$ cat config.mk
export PLATFORM = sky130hd
export DESIGN_NAME = cmp_mem_arbiter_flat
export DESIGN_NICKNAME = d
export VERILOG_FILES = /design/src/rtl/cmp_mem_arbiter_if.sv /design/src/rtl/cmp_mem_arbiter.sv /design/src/flat_wrapper.sv
export SDC_FILE = /design/constraint.sdc
export NUM_CORES = 1
export LEC_CHECK = 0
export BUFFER_PORTS_ARGS = -buffer_cell sky130_fd_sc_hd__clkbuf_2
export CAP_MARGIN = 20
export CORE_AREA = 5 5 240 242
export DETAILED_ROUTE_END_ITERATION = 8
export DIE_AREA = 0 0 245 247
export PLACE_DENSITY = 0.35
export REMOVE_ABC_BUFFERS = 1
export SYNTH_ARGS = -nofsm -noshare
export SYNTH_HDL_FRONTEND = slang
export SYNTH_SLANG_ARGS = --single-unit
export TNS_END_PERCENT = 50
$ cat constraint.sdc
create_clock -name clk -period 6.4 [get_ports clk]
set_clock_uncertainty 0.2 [all_clocks]
set_input_delay 0.32 -clock clk [delete_from_list [all_inputs] [get_ports clk]]
set_output_delay 0.32 -clock clk [all_outputs]
set_load 0.01 [all_outputs]
$ cat src/rtl/cmp_mem_arbiter_if.sv
// Node and memory-port bundle for the shared data-memory arbiter.
// slave = arbiter side, master = nodes plus memory macro.
interface cmp_mem_arbiter_if #(
    parameter int ADDR_W = 32,
    parameter int DATA_W = 64
);
    logic [0:3]          req;
    logic [0:3]          wr;
    logic [0:4*ADDR_W-1] addr;
    logic [0:4*DATA_W-1] wdata;
    logic [0:3]          ack;
    logic [0:DATA_W-1]   rdata;
    logic [0:1]          grant_id;
    logic                busy;
    logic                mem_en;
    logic                mem_wr_en;
    logic [0:ADDR_W-1]   mem_addr;
    logic [0:DATA_W-1]   mem_d_out;
    logic [0:DATA_W-1]   mem_d_in;

    modport slave (
        input  req, wr, addr, wdata, mem_d_in,
        output ack, rdata, grant_id, busy,
        output mem_en, mem_wr_en, mem_addr, mem_d_out
    );

    modport master (
        output req, wr, addr, wdata, mem_d_in,
        input  ack, rdata, grant_id, busy,
        input  mem_en, mem_wr_en, mem_addr, mem_d_out
    );
endinterface

$ cat src/rtl/cmp_mem_arbiter.sv
// Round-robin arbiter sharing one single-port data memory between
// the four cardinal CMP nodes, with a registered memory port.
module cmp_mem_arbiter #(
    parameter int ADDR_W  = 32,
    parameter int DATA_W  = 64,
    parameter int MEM_LAT = 1
) (
    input logic              clk,
    input logic              reset,
    cmp_mem_arbiter_if.slave bus
);

    typedef enum logic [1:0] {
        IDLE,
        ACCESS,
        WAIT,
        RESP
    } state_t;

    state_t state;
    state_t state_nxt;

    logic [1:0]        ptr;
    logic [1:0]        grant_id;
    logic [1:0]        win;
    logic [1:0]        idx;
    logic              hit;
    logic [2:0]        cnt;
    logic              mem_en;
    logic              mem_wr_en;
    logic [0:ADDR_W-1] mem_addr;
    logic [0:DATA_W-1] mem_d_out;
    logic [0:DATA_W-1] rdata;

    logic [0:ADDR_W-1] addr_n  [4];
    logic [0:DATA_W-1] wdata_n [4];

    for (genvar i = 0; i < 4; i++) begin : g_node
        assign addr_n[i]  = bus.addr[i*ADDR_W +: ADDR_W];
        assign wdata_n[i] = bus.wdata[i*DATA_W +: DATA_W];
    end

    // Scan from ptr+3 down to ptr so the nearest requester at/after ptr wins.
    always_comb begin
        hit = 1'b0;
        win = ptr;
        idx = ptr;
        for (int k = 3; k >= 0; k--) begin
            idx = ptr + 2'(k);
            if (bus.req[idx]) begin
                hit = 1'b1;
                win = idx;
            end
        end
    end

    always_ff @(posedge clk) begin
        if (!reset) begin
            state <= IDLE;
        end else begin
            state <= state_nxt;
        end
    end

    always_comb begin
        state_nxt = state;
        unique case (state)
            IDLE:    if (hit) state_nxt = ACCESS;
            ACCESS:  state_nxt = mem_wr_en ? RESP : WAIT;
            WAIT:    if (cnt == 3'd0) state_nxt = RESP;
            RESP:    state_nxt = IDLE;
            default: state_nxt = IDLE;
        endcase
    end

    always_ff @(posedge clk) begin
        if (!reset) begin
            ptr       <= 2'd0;
            grant_id  <= 2'd0;
            cnt       <= 3'd0;
            mem_en    <= 1'b0;
            mem_wr_en <= 1'b0;
            mem_addr  <= '0;
            mem_d_out <= '0;
            rdata     <= '0;
        end else begin
            unique case (state)
                IDLE: begin
                    if (hit) begin
                        grant_id  <= win;
                        mem_en    <= 1'b1;
                        mem_wr_en <= bus.wr[win];
                        mem_addr  <= addr_n[win];
                        mem_d_out <= wdata_n[win];
                    end
                end
                ACCESS: begin
                    mem_en    <= 1'b0;
                    mem_wr_en <= 1'b0;
                    cnt       <= 3'(MEM_LAT - 1);
                end
                WAIT: begin
                    if (cnt == 3'd0) begin
                        rdata <= bus.mem_d_in;
                    end else begin
                        cnt <= cnt - 3'd1;
                    end
                end
                RESP: begin
                    ptr <= grant_id + 2'd1;
                end
                default: ;
            endcase
        end
    end

    always_comb begin
        bus.ack = 4'b0000;
        if (state == RESP) begin
            bus.ack[grant_id] = 1'b1;
        end
    end

    assign bus.busy      = (state != IDLE);
    assign bus.grant_id  = grant_id;
    assign bus.rdata     = rdata;
    assign bus.mem_en    = mem_en;
    assign bus.mem_wr_en = mem_wr_en;
    assign bus.mem_addr  = mem_addr;
    assign bus.mem_d_out = mem_d_out;

endmodule

$ cat src/flat_wrapper.sv
// flat-port wrapper written by rule: the top's interface ports become plain ports
module cmp_mem_arbiter_flat 
#(
    parameter int ADDR_W  = 32,
    parameter int DATA_W  = 64,
    parameter int MEM_LAT = 1
)
  (clk, reset, bus_req, bus_wr, bus_addr, bus_wdata, bus_mem_d_in, bus_ack, bus_rdata, bus_grant_id, bus_busy, bus_mem_en, bus_mem_wr_en, bus_mem_addr, bus_mem_d_out);
  cmp_mem_arbiter_if #(.ADDR_W(ADDR_W), .DATA_W(DATA_W)) bus_i ();
  input logic clk;
  input logic reset;
  input wire logic [$bits(bus_i.req)-1:0] bus_req;
  input wire logic [$bits(bus_i.wr)-1:0] bus_wr;
  input wire logic [$bits(bus_i.addr)-1:0] bus_addr;
  input wire logic [$bits(bus_i.wdata)-1:0] bus_wdata;
  input wire logic [$bits(bus_i.mem_d_in)-1:0] bus_mem_d_in;
  output wire logic [$bits(bus_i.ack)-1:0] bus_ack;
  output wire logic [$bits(bus_i.rdata)-1:0] bus_rdata;
  output wire logic [$bits(bus_i.grant_id)-1:0] bus_grant_id;
  output wire logic [$bits(bus_i.busy)-1:0] bus_busy;
  output wire logic [$bits(bus_i.mem_en)-1:0] bus_mem_en;
  output wire logic [$bits(bus_i.mem_wr_en)-1:0] bus_mem_wr_en;
  output wire logic [$bits(bus_i.mem_addr)-1:0] bus_mem_addr;
  output wire logic [$bits(bus_i.mem_d_out)-1:0] bus_mem_d_out;
  assign bus_i.req = bus_req;
  assign bus_i.wr = bus_wr;
  assign bus_i.addr = bus_addr;
  assign bus_i.wdata = bus_wdata;
  assign bus_i.mem_d_in = bus_mem_d_in;
  assign bus_ack = bus_i.ack;
  assign bus_rdata = bus_i.rdata;
  assign bus_grant_id = bus_i.grant_id;
  assign bus_busy = bus_i.busy;
  assign bus_mem_en = bus_i.mem_en;
  assign bus_mem_wr_en = bus_i.mem_wr_en;
  assign bus_mem_addr = bus_i.mem_addr;
  assign bus_mem_d_out = bus_i.mem_d_out;
  cmp_mem_arbiter #(.ADDR_W(ADDR_W), .DATA_W(DATA_W), .MEM_LAT(MEM_LAT)) u_core (.clk(clk), .reset(reset), .bus(bus_i));
endmodule
==> results of run 1 <==
## area by class of cell
class / instances / share of cell area, %
Inverter: 11 / 0.247
Multi-Input combinational cell: 653 / 29.9
Clock buffer: 17 / 2.55
Tap cell: 704 / 5.27
Antenna cell: 9 / 0.135
Timing Repair Buffer: 984 / 40.3
Clock inverter: 15 / 1.09
Sequential cell: 171 / 20.5
## layer usage
metal  part of all wire, %  up-vias
li1                      -     5156
met1                    38     4912
met2                    51      421
met3                   9.2       56
met4                   2.1       10
met5                  0.14        -
## final timing paths
kind                            slack [ps]  cells after the start                       end                 start
worst max-delay path                  2140                      8  u_core.bus.mem_d_out[27]         u_core.ptr[1]
worst min register to register         260                      2      u_core.bus.rdata[27]  u_core.bus.rdata[27]
worst max register to register        2140                      8  u_core.bus.mem_d_out[27]         u_core.ptr[1]
worst min-delay path                    40                      3   u_core.bus.mem_d_out[0]        bus_wdata[255]
## state kept, by name (all words and copies together) (netlist names)
register	flops
u_core.bus.mem_wr_en	1
u_core.ptr	2
u_core.bus.mem_addr	32
u_core.bus.rdata	64
u_core.bus.mem_en	1
u_core.cnt	3
u_core.state	2
u_core.bus.mem_d_out	64
u_core.bus.grant_id	2
## cells by family after synthesis
kind of cell             Yosys count  share of synthesized area, %
flip-flops                       171                          38.0
multiplexers                     195                          21.7
AO/OA/AOI/OAI                    183                          20.1
buffers and inverters             87                          6.71
adder cells (fa/ha/maj)           11                          1.53
AND/OR/NAND/NOR                  264                          11.9
## cells in the mapped netlist, drive strengths merged (2+ instances only)
cell type / count
nor2b: 3
dfxtp: 171
clkbuf: 35
buf: 41
and2: 7
nand2b: 4
nand2: 226
and3b: 2
a221oi: 2
mux2i: 195
a21oi: 72
nand3: 3
a211oi: 2
ha: 11
nor2: 14
o221ai: 96
o21ai: 6
inv: 11
## where the power goes
part	internal [mW]	total (mW)	switching (mW)
Clock	0.590	1.14	0.548
Sequential	1.38	1.55	0.175
Combinational	1.14	2.33	1.19
Total	3.10	5.02	1.92
## layout by cell type, fill, tap and decap left out, types with 5 or more instances in the layout
master	count
inv_1	10
ha_1	11
dlygate4sd3_1	350
dfxtp_1	171
buf_4	5
a21oi_1	72
nor2_1	13
diode_2	9
clkbuf_16	17
o221ai_2	80
mux2i_1	195
nand2_1	224
and2_1	6
clkbuf_2	626
o221ai_1	16
## critical path, cell delays in order, from the launching register on
cell	delay (ps)
dfxtp_1	370
and3b_1	200
or4_4	540
nand2_8	450
buf_4	720
mux2i_1	280
dlygate4sd3_1	600
o221ai_2	100
dlygate4sd3_1	580
## per-stage QoR
step	instance area [um^2]	cells	worst slack (ps)
after floorplan	8440	835	905
after global placement	12600	2173	3060
after detailed placement	12600	2173	3030
after CTS	16700	2555	2130
after global routing	16700	2561	1900
final	16700	2564	2140
## timing repair
action,CTS,global route
setup endpoints to repair,0,0
hold endpoints to repair,161,0
hold buffers,350,0
==> impl_metrics.json, run 1 <==
{
  "io_buffers": 626,
  "routed_wl_mm": 48.4,
  "power.density_nw_per_um2": 300,
  "ys_types": 37,
  "place_congestion": 0.786,
  "nFillCells": 5954,
  "cts_resized": 0,
  "cp.required_ps": 6580,
  "crit_path_end_kind": "register",
  "grt.busiest_layer": "met2",
  "ys_warn_count": 0,
  "drtIter0Drc": 299,
  "ff_latch_area_um2": 3420,
  "layout.nets": 2307,
  "start_util_pct": 16.4,
  "first_global_vias": 11300,
  "chipHeight_um": 247,
  "hold_path.class": "in -> reg",
  "numCtsBuffers": 17,
  "slew_viol_final": 0,
  "timing.final.crit_period_ps": 4260,
  "die_w_um": 245,
  "htreeDepth": 4,
  "cp-start-kind": "register",
  "clock-root-buffer": "clkbuf_16",
  "grt_pass1_wl_mm": 70.3,
  "use_met3_pct": 6.63,
  "grt_overflow": 0,
  "num_vias": 10600,
  "dp_hpwl_mm": 36.3,
  "synth_edf_count": 0,
  "rows": 86,
  "syn_area_um2": 9000,
  "status": "finished, final reports clean",
  "cts_tree": "done",
  "fin_setup_tns_ps": 0,
  "synth.avg_cell_area_um2": 9.88,
  "finalHoldViolCount": 0,
  "synth-seq-cells": 171,
  "cts_buffer_depth": 2,
  "p_leak_nw": 7.53,
  "cp_max_fo": 61,
  "first_pass_iters": 6,
  "setup_violations": 0,
  "period_share_pct": 66.5,
  "grt_util_met1_pct": 16.4,
  "yosysSeqAreaShare_pct": 38.0,
  "use_met2_pct": 27.5,
  "clk_latency_ps": 490,
  "multi_input_area_um2": 5000,
  "maxCapViolations": 0,
  "ant_nets": 0,
  "cts.sinks": 171,
  "cts_setup_buffers": 0,
  "cp.arrival_ps": 4430,
  "grt_start_max_net_pins": 91,
  "synthArstFlopShare_pct": 0,
  "syn_inst": 911,
  "fmax_mhz": 235,
  "viasPerCell": 4.12,
  "clk_pin_slew_ps": 70,
  "antenna_found_initial": 20,
  "pin_count": 627,
  "post-route-drc-count": 0,
  "timing.hold.ws_ps": 37.2,
  "routedWlPerCell_um": 18.9,
  "fin_util_pct": 30.4,
  "ys.flop_type": "dfxtp_1",
  "drive_above_1_share_pct": 40.8,
  "die_area_um2": 60500,
  "total_power_mw": 5.02,
  "maxSlewHeadroom_pct": 39.7,
  "yosysTopAreaCellShare_pct": 38.0,
  "synth_top_cell_by_area": "dfxtp_1",
  "grt_usage_pct": 15.4,
  "core_um2": 54900,
  "worstMarginPinSlew_ps": 904,
  "area_delta_synth_final_pct": 85.6,
  "crit_type": "reg -> reg",
  "grt_setup_unrepaired": "false",
  "synthTopCellsByArea": "dfxtp_1, mux2i_1, o221ai_2",
  "vdd_drop_max_mv": 0.194
}
(Power assumes the default switching activity.)
==> run 2, diff against run 1 <==
Settings changed: CORE_AREA 5 5 240 242 to 5 5 239 241, DIE_AREA 0 0 245 247 to 0 0 244 246, PLACE_DENSITY 0.35 to 0.36.
Clock period 6.4 ns to 3.75 ns, I/O delays scaled along.
==> impl_metrics.json, run 2 (synthesis results as in run 1) <==
{
  "first_global_vias": 11600,
  "grt_usage_pct": 15.5,
  "grt.busiest_layer": "met2",
  "numCtsBuffers": 17,
  "maxSlewHeadroom_pct": 41.0,
  "dp_slack_ps": 960,
  "cp_max_fo": 37,
  "fin_setup_tns_ps": 0,
  "antenna_found_initial": 15,
  "regToRegStartpoint": "u_core.ptr[1]",
  "die_w_um": 244,
  "max_stage_delay_ps": 610,
  "cp.required_ps": 3920,
  "cpMostUsedCell": "dlygate4sd3_1",
  "path_depth": 8,
  "post-route-drc-count": 0,
  "finalHoldViolCount": 0,
  "power.density_nw_per_um2": 503,
  "timing.final.crit_period_ps": 3610,
  "routed_wl_mm": 49.1,
  "p_leak_nw": 7.75,
  "swShare_pct": 38.0,
  "clk_pin_slew_ps": 80,
  "status": "finished, final reports clean",
  "cp-start-kind": "register",
  "layout.nets": 2359,
  "crit_chain": "and3b_1 -> or4_4 -> nand2_8 -> buf_12 -> mux2i_1 -> dlygate4sd3_1 -> o221ai_2 -> dlygate4sd3_1",
  "pwr-share-clk_pct": 22.0,
  "hold_path.startpoint": "bus_req[2]",
  "use_met2_pct": 27.0,
  "reg2reg_to": "u_core.bus.mem_addr[10]",
  "cts_tree": "done",
  "hold_depth": 5,
  "p_int_mw": 5.36,
  "hold_path.class": "in -> reg",
  "ant_nets": 0,
  "grt_overflow": 0,
  "crit_type": "reg -> reg",
  "crit_path_end_kind": "register",
  "first_pass_iters": 4,
  "critPathLaunch": "u_core.ptr[1]",
  "chipHeight_um": 246,
  "cp.arrival_ps": 3780,
  "top_regs": "u_core.bus.mem_d_out x64, u_core.bus.rdata x64, u_core.bus.mem_addr x32",
  "r2r_setup_slack_ps": 140,
  "grt_setup_unrepaired": "false",
  "maxCapViolations": 0,
  "reg2reg_depth": 8,
  "use_met3_pct": 6.35,
  "cts_buffer_depth": 2,
  "slew_viol_final": 0,
  "grt_start_max_net_pins": 75,
  "timing.hold.ws_ps": 183,
  "dp_hpwl_mm": 36.8,
  "worstMarginPinSlew_ps": 886,
  "clk_latency_ps": 480,
  "place_congestion": 0.826,
  "area_delta_synth_final_pct": 91.0,
  "layout_commonest_cell": "clkbuf_2",
  "vdd_drop_max_mv": 0.323,
  "num_vias": 10800,
  "rows": 86,
  "fmax_mhz": 277,
  "cts.sinks": 171,
  "finalWorstSetupSlack_ps": 138,
  "htreeDepth": 4,
  "pin_count": 627,
  "comb_power_share_pct": 47.2,
  "cpMaxStageDelayCell": "or4_4",
  "power_switching_mw": 3.29,
  "period_share_pct": 96.3,
  "die_area_um2": 60000,
  "viasPerCell": 4.15,
  "core_um2": 54700,
  "io_buffers": 626,
  "holdPathEnd": "u_core.bus.grant_id[1]",
  "drtIter0Drc": 281,
  "power_frac_seq_pct": 30.8,
  "routedWlPerCell_um": 18.8,
  "clock-root-buffer": "clkbuf_16",
  "start_util_pct": 16.5,
  "grt_pass1_wl_mm": 70.6,
  "layout_common_cells": "clkbuf_2, dlygate4sd3_1, nand2_1",
  "drive_above_1_share_pct": 41.2,
  "setup_violations": 0,
  "grt_util_met1_pct": 16.3,
  "path_buf_inv": 3,
  "cp_top_family": "buffers and inverters"
}
[run 2: cell types whose count changed in the layout (fill, tap and decap cells not counted), sizes merged]
cell         before  now
dlygate4sd3     350  373
clkbuf          643  645
buf               8   36
nand2           226  227
diode             9    7
clkinv            3    2
clkinvlp          3    2
[run 2: worst max path at each step]
| stage | slack (ps) | end |
|---|---|---|
| CTS | 70 | u_core.bus.mem_d_out[43] |
| global route | 10 | u_core.bus.mem_addr[23] |
| detailed placement | 960 | u_core.bus.mem_addr[14] |
| floorplan | -1610 | u_core.bus.mem_addr[0] |
| finish | 140 | u_core.bus.mem_addr[10] |
| global placement | 990 | u_core.bus.mem_addr[5] |
[run 2: final cells by class]
| class | count | area, um^2 |
|---|---|---|
| antenna | 7 | 17.5 |
| tap | 704 | 881 |
| multi-input combinational | 654 | 5010 |
| timing repair buffer | 1035 | 7220 |
| sequential | 171 | 3420 |
| clock buffer | 19 | 443 |
| fill | 5829 | 37500 |
| inverter | 11 | 41.3 |
| clock inverter | 13 | 155 |
[run 2: worst register-to-register path, cell delays in order, from the launching register on]
cell	delay (ps)
dfxtp_1	360
and3b_1	200
or4_4	610
nand2_8	250
buf_12	320
mux2i_1	310
dlygate4sd3_1	590
o221ai_2	90
dlygate4sd3_1	570
[run 2: what timing repair did]
action / CTS / global route
setup buffers: 0 / 10
setup endpoints to repair: 0 / 31
hold buffers: 373 / 0
hold endpoints to repair: 161 / 0
resized for setup: 0 / 1
[run 2: metal layers]
layer  vias to the layer above  wire (um)
li1                       5267          -
met4                         6       1860
met1                      5015      18500
met5                         -         36
met2                       477      24100
met3                        78       4630
[run 2: stage by stage]
step / power (mW) / cell area, um^2 / instances / utilization (%)
after floorplan: 4.45 / 8440 / 835 / -
after global placement: 5.99 / 12700 / 2191 / 23.3
after detailed placement: 6.00 / 12700 / 2191 / 23.3
after CTS: 8.74 / 17100 / 2596 / 31.2
after global routing: 9.21 / 17200 / 2614 / 31.4
final: 8.65 / 17200 / 2614 / 31.4
[run 2: power by group through the flow]
stage	logic, mW	registers, mW	clock network, mW
after floorplan	1.56	2.89	0
after global routing	4.43	2.73	2.05
after CTS	4.08	2.66	2.00
after global placement	3.31	2.68	0
final	4.08	2.67	1.90
after detailed placement	3.30	2.70	0
==> run 3, diff against run 2 <==
Settings changed: SETUP_SLACK_MARGIN from default to 0.3.
==> impl_metrics.json, run 3 (synthesis results as in run 1) <==
{
  "status": "finished, final reports clean",
  "area_delta_synth_final_pct": 97.2,
  "p_int_mw": 5.19,
  "regToRegStartpoint": "u_core.ptr[1]",
  "worstMarginPinSlew_ps": 899,
  "cp_max_fo": 18,
  "timing.hold.ws_ps": 174,
  "fmax_mhz": 301,
  "total_power_mw": 8.45,
  "htreeDepth": 4,
  "dp_slack_ps": 960,
  "final_area_um2": 17700,
  "setup_violations": 0,
  "layout_common_cells": "clkbuf_2, dlygate4sd3_1, nand2_1",
  "placed_area_um2": 12700,
  "drive_above_1_share_pct": 39.6,
  "timing.final.crit_period_ps": 3320,
  "core_um2": 54700,
  "place_congestion": 0.826,
  "slew_viol_final": 0,
  "routedWlPerCell_um": 18.8,
  "viasPerCell": 4.15,
  "power.density_nw_per_um2": 476,
  "hold_path.startpoint": "bus_req[2]",
  "finalHoldViolCount": 0,
  "layout.nets": 2412,
  "grt_overflow": 0,
  "hold_path.class": "in -> reg",
  "clock-root-buffer": "clkbuf_16",
  "clk_pin_slew_ps": 70,
  "max_stage_delay_ps": 600,
  "ff_latch_area_um2": 3420,
  "comb_power_share_pct": 46.0,
  "finalWorstSetupSlack_ps": 427,
  "clk_latency_ps": 480,
  "start_util_pct": 16.5,
  "period_share_pct": 88.6,
  "die_w_um": 244,
  "crit_type": "reg -> reg",
  "layout_commonest_cell": "clkbuf_2",
  "pin_count": 627,
  "cts_tree": "done",
  "cpMostUsedCell": "dlygate4sd3_1",
  "first_global_vias": 11900,
  "post-route-drc-count": 0,
  "cp-start-kind": "register",
  "io_buffers": 626,
  "cts_buffer_depth": 2,
  "cpMaxStageDelayCell": "or4_4",
  "grt_start_max_net_pins": 75,
  "maxSlewHeadroom_pct": 40.0,
  "swShare_pct": 38.6,
  "nFillCells": 5759,
  "cp.arrival_ps": 3470,
  "power_frac_seq_pct": 31.5,
  "first_pass_iters": 4,
  "crit_chain": "and3b_1 -> or4_4 -> nand2_8 -> mux2i_1 -> dlygate4sd3_1 -> o221ai_2 -> dlygate4sd3_1",
  "vdd_drop_max_mv": 0.324,
  "pwr-share-clk_pct": 22.5,
  "dp_hpwl_mm": 36.8,
  "grt_setup_unrepaired": "true",
  "p_leak_nw": 7.84,
  "chipHeight_um": 246,
  "top_regs": "u_core.bus.mem_d_out x64, u_core.bus.rdata x64, u_core.bus.mem_addr x32",
  "cts.sinks": 171,
  "grt_pass1_wl_mm": 71.9,
  "routed_wl_mm": 50.0,
  "antenna_found_initial": 12,
  "power_switching_mw": 3.26,
  "multi_input_area_um2": 5010,
  "drtIter0Drc": 262,
  "crit_path_end_kind": "register",
  "critPathLaunch": "u_core.ptr[1]",
  "maxCapViolations": 0,
  "cp.required_ps": 3890,
  "rows": 86,
  "num_vias": 11100,
  "grt_usage_pct": 15.7,
  "die_area_um2": 60000,
  "fin_util_pct": 32.5,
  "ant_nets": 0,
  "numCtsBuffers": 17
}
run 3: final cells by class:
cell class                      instances  share of cell area, %
Sequential cell                       171                   19.3
Antenna cell                            8                  0.113
Clock inverter                         13                  0.874
Timing Repair Buffer                 1088                   43.8
Clock buffer                           19                   2.50
Inverter                               11                  0.233
Tap cell                              704                   4.96
Multi-Input combinational cell        654                   28.2
run 3: path summary, 6_finish.rpt:
kind,slack (ps),cells past startpoint,to
worst max-delay path,430,7,u_core.bus.mem_d_out[48]
worst min-delay path,170,5,u_core.bus.grant_id[0]
worst max register to register,430,7,u_core.bus.mem_d_out[48]
worst min register to register,260,2,u_core.bus.rdata[4]
run 3: what timing repair did:
action	CTS	global route
gates resized for setup	0	1
setup buffers	0	0
hold buffers	436	0
hold endpoints to repair	161	0
endpoints found under the setup margin	0	7
run 3: power by group through the flow:
stage / Combinational [mW] / Clock (mW) / Sequential (mW)
floorplan: 1.56 / 0 / 2.89
global placement: 3.31 / 0 / 2.68
detailed placement: 3.30 / 0 / 2.70
CTS: 3.91 / 2.00 / 2.66
global route: 4.22 / 2.05 / 2.73
finish: 3.89 / 1.90 / 2.67
run 3: worst max-delay path, delay by kind of cell, from the launching register on:
family	cells	cell delay [ps]
mux	1	230
flops	1	360
buf+inv	2	1170
compound gates	1	100
simple gates	3	1080
run 3: per-layer routing:
layer  track usage (%)  vias to the layer above  part of all wire [%]
li1                  -                     5371                     -
met5                 0                        -                 0.082
met4              6.99                        6                   3.1
met1              16.7                     5172                    38
met3              6.32                       68                   9.2
met2              27.5                      456                    50
run 3: metrics by stage:
step	std cells	setup TNS (ps)
floorplan	835	-143010
global placement	2191	0
detailed placement	2191	0
CTS	2659	0
global route	2667	0
finish	2668	0
